==> src/rtl/wb_rdwr_arbiter.sv <==
// wb_rdwr_arbiter: shares one pipelined Wishbone master port between the
// AXI-lite read bridge and write bridge. Ownership is held for the whole
// cyc, ties alternate between ports, and an optional watchdog turns a hung
// slave into an error so neither AXI channel can deadlock.
//
// Handshake: a request is accepted downstream on a clock edge where
// stb is high and stall is low. Each accepted request is answered by
// exactly one ack or err. The arbiter forwards this handshake to the
// current owner. Every non-owner port sees stall=1, ack=0 and err=0.
module wb_rdwr_arbiter #(
    parameter int AW        = 26,
    parameter int DW        = 32,
    parameter int LGTIMEOUT = 10
) (
    input  logic              i_clk,
    input  logic              w_reset,
    // read-bridge port
    input  logic              i_rd_cyc,
    input  logic              i_rd_stb,
    input  logic [AW-1:0]     i_rd_addr,
    output logic              o_rd_ack,
    output logic              o_rd_stall,
    output logic              o_rd_err,
    output logic [DW-1:0]     o_rd_data,
    // write-bridge port
    input  logic              i_wr_cyc,
    input  logic              i_wr_stb,
    input  logic [AW-1:0]     i_wr_addr,
    input  logic [DW-1:0]     i_wr_data,
    input  logic [DW/8-1:0]   i_wr_sel,
    output logic              o_wr_ack,
    output logic              o_wr_stall,
    output logic              o_wr_err,
    // shared downstream master port
    output logic              o_wb_cyc,
    output logic              o_wb_stb,
    output logic              o_wb_we,
    output logic [AW-1:0]     o_wb_addr,
    output logic [DW-1:0]     o_wb_data,
    output logic [DW/8-1:0]   o_wb_sel,
    input  logic              i_wb_ack,
    input  logic              i_wb_stall,
    input  logic              i_wb_err,
    input  logic [DW-1:0]     i_wb_idata,
    // status: one-hot {wr, rd} owner, doubles as the FSM state view
    output logic [1:0]        o_grant,
    output logic              o_timeout
);

    typedef enum logic [1:0] {
        OWN_IDLE = 2'd0,
        OWN_RD   = 2'd1,
        OWN_WR   = 2'd2
    } owner_t;

    owner_t owner_q, owner_d;
    owner_t last_q,  last_d;
    logic   abort_q, abort_d;

    logic   owner_cyc;
    logic   owner_stb;
    logic   is_rd;
    logic   is_wr;
    logic   tmo_hit;

    assign is_rd = (owner_q == OWN_RD);
    assign is_wr = (owner_q == OWN_WR);

    // The owner's request lines; nothing is requested while idle.
    always_comb begin
        owner_cyc = 1'b0;
        owner_stb = 1'b0;
        if (is_rd) begin
            owner_cyc = i_rd_cyc;
            owner_stb = i_rd_stb;
        end else if (is_wr) begin
            owner_cyc = i_wr_cyc;
            owner_stb = i_wr_stb;
        end
    end

    // Ownership: hold while the owner's cyc is high, hand over directly on
    // release, and break ties in favour of the port not granted last.
    always_comb begin
        owner_d = owner_q;
        last_d  = last_q;
        case (owner_q)
            OWN_IDLE: begin
                if (i_rd_cyc && i_wr_cyc)
                    owner_d = (last_q == OWN_RD) ? OWN_WR : OWN_RD;
                else if (i_rd_cyc)
                    owner_d = OWN_RD;
                else if (i_wr_cyc)
                    owner_d = OWN_WR;
                else
                    owner_d = OWN_IDLE;
            end
            OWN_RD: begin
                if (!i_rd_cyc)
                    owner_d = i_wr_cyc ? OWN_WR : OWN_IDLE;
            end
            OWN_WR: begin
                if (!i_wr_cyc)
                    owner_d = i_rd_cyc ? OWN_RD : OWN_IDLE;
            end
            default: owner_d = OWN_IDLE;
        endcase
        if (owner_d != OWN_IDLE)
            last_d = owner_d;
    end

    // Abort latches on a bus error or watchdog hit and is released together
    // with the grant, so late acks from the faulted cycle never leak out.
    always_comb begin
        abort_d = abort_q;
        if (!owner_cyc)
            abort_d = 1'b0;
        else if (tmo_hit || (o_wb_cyc && i_wb_err))
            abort_d = 1'b1;
    end

    // Arbiter state registers.
    always_ff @(posedge i_clk) begin
        if (w_reset) begin
            owner_q <= OWN_IDLE;
            last_q  <= OWN_WR;
            abort_q <= 1'b0;
        end else begin
            owner_q <= owner_d;
            last_q  <= last_d;
            abort_q <= abort_d;
        end
    end

    generate
        if (LGTIMEOUT > 0) begin : g_wdog
            logic [LGTIMEOUT-1:0] tmo_cnt_q, tmo_cnt_d;

            // Count cycles the bus spends inside cyc without a response.
            always_comb begin
                if (!o_wb_cyc || i_wb_ack || i_wb_err)
                    tmo_cnt_d = '0;
                else
                    tmo_cnt_d = tmo_cnt_q + 1'b1;
            end

            // Watchdog counter register.
            always_ff @(posedge i_clk) begin
                if (w_reset)
                    tmo_cnt_q <= '0;
                else
                    tmo_cnt_q <= tmo_cnt_d;
            end

            assign tmo_hit = o_wb_cyc && !i_wb_ack && !i_wb_err
                             && (tmo_cnt_q == {LGTIMEOUT{1'b1}});
        end else begin : g_no_wdog
            assign tmo_hit = 1'b0;
        end
    endgenerate

    // Downstream request, muxed from the owner; data/sel only for writes.
    assign o_wb_cyc  = owner_cyc && !abort_q;
    assign o_wb_stb  = owner_stb && !abort_q;
    assign o_wb_we   = is_wr;
    assign o_wb_addr = is_wr ? i_wr_addr : (is_rd ? i_rd_addr : '0);
    assign o_wb_data = is_wr ? i_wr_data : '0;
    assign o_wb_sel  = is_wr ? i_wr_sel  : '0;

    // Responses steered to the owner; non-owners are held stalled.
    assign o_rd_ack   = is_rd && i_wb_ack && !abort_q;
    assign o_rd_stall = !is_rd || i_wb_stall || abort_q;
    assign o_rd_err   = is_rd && (i_wb_err || tmo_hit);
    assign o_rd_data  = i_wb_idata;

    assign o_wr_ack   = is_wr && i_wb_ack && !abort_q;
    assign o_wr_stall = !is_wr || i_wb_stall || abort_q;
    assign o_wr_err   = is_wr && (i_wb_err || tmo_hit);

    assign o_grant   = {is_wr, is_rd};
    assign o_timeout = tmo_hit;

endmodule

==> config.mk <==
export PLATFORM = sky130hd
export DESIGN_NAME = wb_rdwr_arbiter
export DESIGN_NICKNAME = d
export VERILOG_FILES = /design/src/rtl/wb_rdwr_arbiter.sv
export SDC_FILE = /design/constraint.sdc
export NUM_CORES = 1
export LEC_CHECK = 0
export BUFFER_PORTS_ARGS = -buffer_cell sky130_fd_sc_hd__buf_4
export CAP_MARGIN = 20
export CORE_AREA = 3 3 91 93
export DETAILED_ROUTE_END_ITERATION = 7
export DIE_AREA = 0 0 94 96
export PLACE_DENSITY = 0.69
export SLEW_MARGIN = 20
export SYNTH_ARGS = -nofsm -noshare
export SYNTH_HDL_FRONTEND = slang
export SYNTH_SLANG_ARGS = --single-unit
==> constraint.sdc <==
create_clock -name i_clk -period 3.8 [get_ports i_clk]
set_input_delay 0.38 -clock i_clk [delete_from_list [all_inputs] [get_ports i_clk]]
set_output_delay 0.38 -clock i_clk [all_outputs]
set_load 0.05 [all_outputs]
# After elaboration in Yosys (flattened, before gate mapping)
# Index checks and enable logic that the tools add are counted.
[totals]
regBits = 15
output_inout_bits = 106
elab_cells = 57
in_bits = 129
[classes]
eq_ne = 4
n_mux = 16
n_reduce_logical = 31
bitwise_logic = 1
add_sub_neg = 1
[ops]
columns = ["cell", "n"]
rows = [
  ["$mux W26", 2],
  ["$mux W32", 1],
  ["$logic_and A1 B1 Y1", 13],
  ["$mux W2", 6],
  ["$add A10 B1 Y10 const B", 1],
  ["$eq A10 B10 Y1 const B", 1],
  ["$logic_or A1 B1 Y1", 8],
  ["$logic_not A1 Y1", 6],
  ["$pmux W2 S3", 1],
  ["$mux W1", 5],
  ["$eq A2 B1 Y1 const B", 2],
  ["$mux W4", 1],
  ["$reduce_or A2 Y1", 2],
  ["$eq A2 B2 Y1 const B", 1],
  ["$logic_not A2 Y1", 1],
  ["$reduce_bool A2 Y1", 1],
  ["$not A1 Y1", 1],
]

# Depth between registers and ports, before layout
# Gate-level depths: netlist (run 1).
[logic_depth]
ltp_word = 9
depth_mapped = 5

# Worst setup path after synthesis (run 1)
# Ideal clock, no wire load.
[synth_path]
path_type = "reg2out"
start = "register owner_q[0]"
end = "output o_rd_err"
path_slack_ns = 1.062
path_stages_with_launch = 5
n_path_buf = 0
arrival_ns = 2.358
path_cell_list = "dfxtp_1 > and2b_1 > a22oi_1 > or4_4 > a21boi_0"
[synth_between]
elab_chain_cells = 9
word_cells_on_any_way = 10
classes_between = "2 x eq/ne; 2 x mux; 6 x reduce/logical"
[synth_rtl]
columns = ["element", "line_no", "source"]
rows = [
  ["start, declared", "56", "owner_t owner_q, owner_d;"],
  ["start signal, assigned", "129", "owner_q <= owner_d;"],
  ["$eq A2 B2 Y1", "67", "assign is_wr = (owner_q == OWN_WR);"],
  ["$mux W1", "76", "end else if (is_wr) begin"],
  ["$mux W1", "73", "if (is_rd) begin"],
  ["$logic_and A1 B1 Y1", "163", "assign o_wb_cyc = owner_cyc && !abort_q;"],
  ["$logic_and A1 B1 Y1 (2 in a row)", "155", "assign tmo_hit = o_wb_cyc && !i_wb_ack && !i_wb_err"],
  ["$logic_and A1 B1 Y1", "156", "&& (tmo_cnt_q == {LGTIMEOUT{1'b1}});"],
  ["$logic_or A1 B1 Y1", "173", "assign o_rd_err = is_rd && (i_wb_err || tmo_hit);"],
  ["$logic_and A1 B1 Y1 *", "173", ""],
  ["end, declared", "23", "output logic o_rd_err,"],
]
# Every way passes the cells marked *; elsewhere a longest branch is shown, timed or not.

# Final worst setup path (run 1)
[layout_path]
start = "register g_wdog.tmo_cnt_q[0]"
end = "output o_wr_err"
[layout_between]
elab_chain_cells = 4
[layout_rtl]
columns = ["element", "line_no", "source"]
rows = [
  ["start, declared", "137", "logic [LGTIMEOUT-1:0] tmo_cnt_q, tmo_cnt_d;"],
  ["start signal, assigned", "152", "tmo_cnt_q <= tmo_cnt_d;"],
  ["$eq A10 B10 Y1", "156", ""],
  ["$logic_and A1 B1 Y1", "156", ""],
  ["$logic_or A1 B1 Y1", "178", "assign o_wr_err = is_wr && (i_wb_err || tmo_hit);"],
  ["$logic_and A1 B1 Y1", "178", ""],
  ["end, declared", "33", "output logic o_wr_err,"],
]
# No other way between the ends.

==> flow_summary.json, run 1 <==
{
  "die_x_um": 94,
  "preCtsSetupSlack_ns": 1.57,
  "postCtsSetupRepairBufs": 0,
  "yosys_warnings": 0,
  "syn_nets": 317,
  "worstSetupEndpoint": "o_wr_err",
  "cts.sinks": 15,
  "wire_per_inst_um": 15.4,
  "p_per_area_mw_per_mm2": 236,
  "status": "complete, no violations",
  "drc": 0,
  "r2r_start": "owner_q[0]$_SDFF_PP0_",
  "max_cap_violations": 0,
  "post-route-period-util": 0.647,
  "grt_use_total": 0.118,
  "cts_buffers": 3,
  "dieHeight_um": 96,
  "syn_area_per_cell_sq_um": 7.71,
  "die-area_sq_mm": 0.00902,
  "ys.flop_type": "dfxtp_1",
  "end_kind": "output port",
  "area_growth_pct": 81.1,
  "slew_violations": 0,
  "hold_viol": 0,
  "dr.first_iter.drc_count": 49,
  "cts.repair.resized": 0,
  "synthSimpleGateAreaFrac": 0.313,
  "cp.arrival_ns": 2.08,
  "r2r_cells": 4,
  "tightest_slew_ns": 0.554,
  "dp.cells": 416,
  "grt_pass1_vias": 1546,
  "clk_pin_slew_ns": 0.06,
  "max_stage_delay_ns": 0.44,
  "finClkSkew_ns": 0.00133,
  "synth_compound_area_frac": 0.207,
  "hold_buffers": 0,
  "synth_xor_area_frac": 0.0486,
  "path_buf_inv": 1,
  "cts.htree.levels": 1,
  "ant_nets": 0,
  "fin_nets": 449,
  "post-dp-hpwl_mm": 5.34,
  "worstHoldPathType": "in -> reg",
  "critPathMaxFanout": 6,
  "grt_max_degree": 69,
  "leakagePower_nw": 1.36,
  "fmax_mhz": 407,
  "fin_crit_ns": 2.46,
  "path_cells": "ha_1 > nand4_1 > or4_4 > a21boi_0 > buf_4",
  "ys_seq_area_frac": 0.208,
  "r2r-end": "g_wdog.tmo_cnt_q[7]$_SDFF_PP0_",
  "gp_congestion": 0.850,
  "crit_required_ns": 3.42,
  "startpoint_type": "register",
  "dr_total_vias": 1760,
  "overflow": 0,
  "io_pins": 235,
  "synth_area_sq_mm": 0.00144,
  "synthArstFlopShare": 0,
  "rsz0062_at_grt": "false",
  "synthAdderAreaFrac": 0.00868,
  "tns_ns": 0,
  "crit_start": "g_wdog.tmo_cnt_q[0]$_SDFF_PP0_",
  "slowest_stage": "or4_4",
  "synth_edf_count": 0,
  "antenna_found_initial": 0,
  "crit_family": "simple AND/OR/NAND/NOR gates",
  "worst_skew_pair.late_latency_ns": 0.25,
  "cp_num_cells": 5,
  "stdcell_count": 420,
  "ir_worst_vdd_uv": 284,
  "vias_per_cell": 4.19,
  "synth_cell_types": 32,
  "ys_ff_latch": 15,
  "ctsRootBufferMaster": "clkbuf_8",
  "grt_pass1_wl_mm": 8.14,
  "drive_above_1_share": 0.560,
  "syn_inst": 187,
  "n_antenna_cell": 0,
  "start_util": 0.189,
  "drt-total-wl_mm": 6.46,
  "clock_path_buffers": 2,
  "port_buffers": 170,
  "worst_slack_ns": 1.34,
  "yosys-mux-area-fraction": 0,
  "row_count": 32,
  "dr.pass1.iters": 4,
  "timing.hold.ws_ns": 0.337,
  "slew_headroom": 0.631,
  "setup_viol": 0,
  "critical_path_class": "reg -> out",
  "cts_tree": "built",
  "synth_top_family_by_area": "simple AND/OR/NAND/NOR gates",
  "r2r_setup_slack_ns": 2.18,
  "core_sq_mm": 0.00761
}
==> where the power goes <==
group	internal [W]	switching (W)
clock network	0.0000726	0.0000560
logic	0.000133	0.000191
registers	0.000161	0.00000364
==> layer usage <==
layer / up-vias / track usage / wire [um]
li1: 871 / - / -
met1: 786 / 0.135 / 2430
met2: 92 / 0.196 / 3190
met3: 11 / 0.0430 / 674
met4: 0 / 0.0554 / 162
met5: - / 0 / 0
==> stage by stage <==
| stage | utilization | instance area [sq um] | power, W |
|---|---|---|---|
| after floorplan | - | 1440 | 0.000437 |
| after global placement | 0.337 | 2560 | 0.000492 |
| after global routing | 0.343 | 2610 | 0.000646 |
| final | 0.343 | 2610 | 0.000616 |
| after CTS | 0.343 | 2610 | 0.000625 |
| after detailed placement | 0.337 | 2560 | 0.000493 |
==> Yosys cell counts (3+ instances only) <==
master	number	share of area
buf_4	34	0.18
a22o_1	26	0.16
xor2_1	7	0.043
nand4_1	4	0.017
nand2_1	5	0.013
clkbuf_1	8	0.021
and2_1	36	0.16
dfxtp_1	15	0.21
nor2_1	18	0.047
nand3_1	3	0.010
inv_1	3	0.0078
==> worst min path at each step <==
stage                                         startpoint                        endpoint  slack [ns]  cells after the start
final                                            w_reset           owner_q[1]$_SDFF_PP0_        0.34                      2
after global routing                             w_reset           owner_q[0]$_SDFF_PP0_        0.33                      2
after CTS                                        w_reset           owner_q[1]$_SDFF_PP0_        0.33                      2
after detailed placement  g_wdog.tmo_cnt_q[0]$_SDFF_PP0_  g_wdog.tmo_cnt_q[0]$_SDFF_PP0_        0.50                      1
after global placement    g_wdog.tmo_cnt_q[0]$_SDFF_PP0_  g_wdog.tmo_cnt_q[0]$_SDFF_PP0_        0.47                      1
after floorplan                   last_q[1]$_SDFFE_PP1P_          last_q[1]$_SDFFE_PP1P_        0.45                      1
==> worst register-to-register path: cells and delay by family, from the launching register on <==
family           cells  cell delay, ns
AND/OR/NAND/NOR      3            1.08
flip-flops           1            0.35
AO/OA/AOI/OAI        1            0.13
==> layout make-up <==
type	count	area (sq um)
Multi-Input combinational cell	124	833
Clock inverter	1	5.00
Fill cell	798	5000
Tap cell	102	128
Clock buffer	3	41.3
Sequential cell	15	300
Timing Repair Buffer	172	1290
Inverter	3	11.3
==> placed cells by master (no fill, tap or decap), types with 2 or more instances in the layout <==
| master | count |
|---|---|
| buf_4 | 172 |
| and2_1 | 36 |
| a22o_1 | 26 |
| nor2_1 | 18 |
| dfxtp_1 | 15 |
| xor2_1 | 7 |
| nand2_1 | 5 |
| nand4_1 | 4 |
| inv_1 | 3 |
| nand3_1 | 3 |
| clkbuf_8 | 3 |
| a22oi_1 | 2 |
| and3_1 | 2 |
| and3b_1 | 2 |
| a21boi_0 | 2 |
| a21oi_1 | 2 |
==> kinds of logic after synthesis <==
kind of cell             count (synthesis)
XOR/XNOR                                 8
adder cells (fa/ha/maj)                  1
AND/OR/NAND/NOR                         79
AO/OA/AOI/OAI                           36
flip-flops                              15
buffers and inverters                   48
==> sequential cells by signal, summed over array words and instances (netlist names) <==
signal            count
abort_q               1
last_q                2
owner_q               2
g_wdog.tmo_cnt_q     10
Note: power is estimated with default switching activity, not from simulation.
==> run 2: changes to the inputs <==
CORE_AREA = 3 3 90 92   (was 3 3 91 93)
DIE_AREA = 0 0 93 95   (was 0 0 94 96)
PLACE_DENSITY = 0.7   (was 0.69)
clock period = 2.3 ns   (was 3.8 ns; I/O delays follow)
==> run 2 against run 1 <==
  * Non-clock buffer count rose by 1
  * First-iteration DRC count decreased by 2.0%
  * Sequential share of layout area hardly changed
==> flow_summary.json, run 2 (synthesized netlist as in run 1, its figures left out) <==
{
  "largest_reg_flops": 10,
  "end_kind": "output port",
  "post-route-period-util": 0.961,
  "setup_viol": 0,
  "n_antenna_cell": 0,
  "slowest_stage": "or4_4",
  "slew_headroom": 0.610,
  "antenna_found_initial": 0,
  "worstHoldPathType": "in -> reg",
  "start_util": 0.198,
  "grt_pass1_wl_mm": 9.35,
  "r2r_setup_slack_ns": 0.57,
  "switchingPower_w": 0.000414,
  "postCtsSetupRepairBufs": 0,
  "crit_required_ns": 2.07,
  "hold_viol": 0,
  "startpoint_type": "register",
  "fmax_mhz": 453,
  "port_buffers": 170,
  "final_cell_mix": "173 x buf_4, 36 x and2_1, 26 x a22o_1",
  "max_cap_violations": 0,
  "tns_ns": 0,
  "fill_cells": 759,
  "hold_buffers": 0,
  "worst_slack_ns": 0.0906,
  "reg_top3": "g_wdog.tmo_cnt_q x10, last_q x2, owner_q x2",
  "wire_per_inst_um": 16.3,
  "switching_share": 0.406,
  "slew_violations": 0,
  "max_stage_delay_ns": 0.45,
  "cts_tree": "built",
  "ir_worst_vdd_uv": 234,
  "timing.hold.ws_ns": 0.190,
  "tightest_slew_ns": 0.584,
  "row_count": 31,
  "ctsRootBufferMaster": "clkbuf_8",
  "cts.htree.levels": 1,
  "status": "complete, no violations",
  "clk_pin_slew_ns": 0.06,
  "grt_pass1_vias": 1738,
  "p_per_area_mw_per_mm2": 390,
  "area_growth_pct": 81.3,
  "finClkSkew_ns": 0.00669,
  "dr.first_iter.drc_count": 48,
  "pwr-share-clk": 0.207,
  "drive_above_1_share": 0.561,
  "fin_crit_ns": 2.21,
  "core_sq_mm": 0.00729,
  "grt_max_degree": 69,
  "preCtsSetupSlack_ns": 0.373,
  "drt-total-wl_mm": 6.82,
  "worst_skew_pair.late_latency_ns": 0.25,
  "cp.arrival_ns": 1.98,
  "dr.pass1.iters": 4,
  "p_int_w": 0.000606,
  "p_comb_frac": 0.527,
  "rsz0062_at_grt": "false",
  "regMostFlops": "g_wdog.tmo_cnt_q",
  "overflow": 0,
  "post-dp-hpwl_mm": 5.67,
  "cts.sinks": 15,
  "vias_per_cell": 4.19,
  "final_common_cell": "buf_4",
  "critical_path_class": "reg -> out",
  "final_util": 0.358,
  "critPathMaxFanout": 6,
  "dr_total_vias": 1753,
  "ant_nets": 0,
  "cts_buffers": 3,
  "fin_area_sq_mm": 0.00261,
  "io_pins": 235,
  "path_cells": "ha_1 > nand4_1 > or4_4 > a21boi_0 > buf_4",
  "leakagePower_nw": 1.36,
  "clock_path_buffers": 2,
  "die_x_um": 93,
  "dieHeight_um": 95,
  "grt_use_total": 0.135,
  "seqPwrFrac": 0.266,
  "place_area_sq_mm": 0.00257,
  "drc": 0,
  "cts.repair.resized": 0,
  "die-area_sq_mm": 0.00884,
  "fin_nets": 450,
  "gp_congestion": 0.732
}
==> run 2: changes by cell type in the layout (fill, tap and decap cells not counted), sizes merged <==
cell	change
buf	+1
==> run 2: per-layer routing <==
metal	vias up	GRT usage	wire length [um]
li1	868	-	-
met1	788	0.170	2740
met2	93	0.232	3520
met3	4	0.0303	519
met4	0	0.0354	33
met5	-	0	0
==> run 2: final cells by class <==
type	count	area (sq um)	share of cell area
multi-input combinational	124	833	0.319
inverter	3	11.3	0.00431
timing repair buffer	173	1300	0.497
tap	99	124	0.0474
sequential	15	300	0.115
clock buffer	3	41.3	0.0158
clock inverter	1	5.00	0.00191
==> run 2: per-stage QoR <==
stage	total power [W]	instances
after floorplan	0.000722	187
after global placement	0.000815	414
after detailed placement	0.000816	414
after CTS	0.00103	418
after global routing	0.00107	418
final	0.00102	418
==> run 2: final timing paths <==
kind / from / depth (start not counted) / endpoint
max: g_wdog.tmo_cnt_q[0]$_SDFF_PP0_ / 5 / o_rd_err
min reg2reg: last_q[1]$_SDFFE_PP1P_ / 1 / last_q[1]$_SDFFE_PP1P_
max reg2reg: owner_q[0]$_SDFF_PP0_ / 5 / g_wdog.tmo_cnt_q[2]$_SDFF_PP0_
min: w_reset / 2 / abort_q$_SDFFE_PP0P_
==> run 2: worst max-delay path: cells and delay by family (launching register included) <==
| kind | cells | cell delay (ns) |
|---|---|---|
| AND/OR/NAND/NOR | 2 | 0.56 |
| flip-flops | 1 | 0.42 |
| adder cells (fa/ha/maj) | 1 | 0.29 |
| buffers and inverters | 1 | 0.23 |
| AO/OA/AOI/OAI | 1 | 0.22 |
==> run 2: power by group through the flow <==
stage          logic [W]  registers (W)  clock network (W)
4_1_cts         0.000541       0.000272           0.000219
3_5_place_dp    0.000538       0.000277                  0
6_report        0.000538       0.000272           0.000211
5_1_grt         0.000563       0.000273           0.000235
3_3_place_gp    0.000538       0.000277                  0
2_1_floorplan   0.000447       0.000276                  0
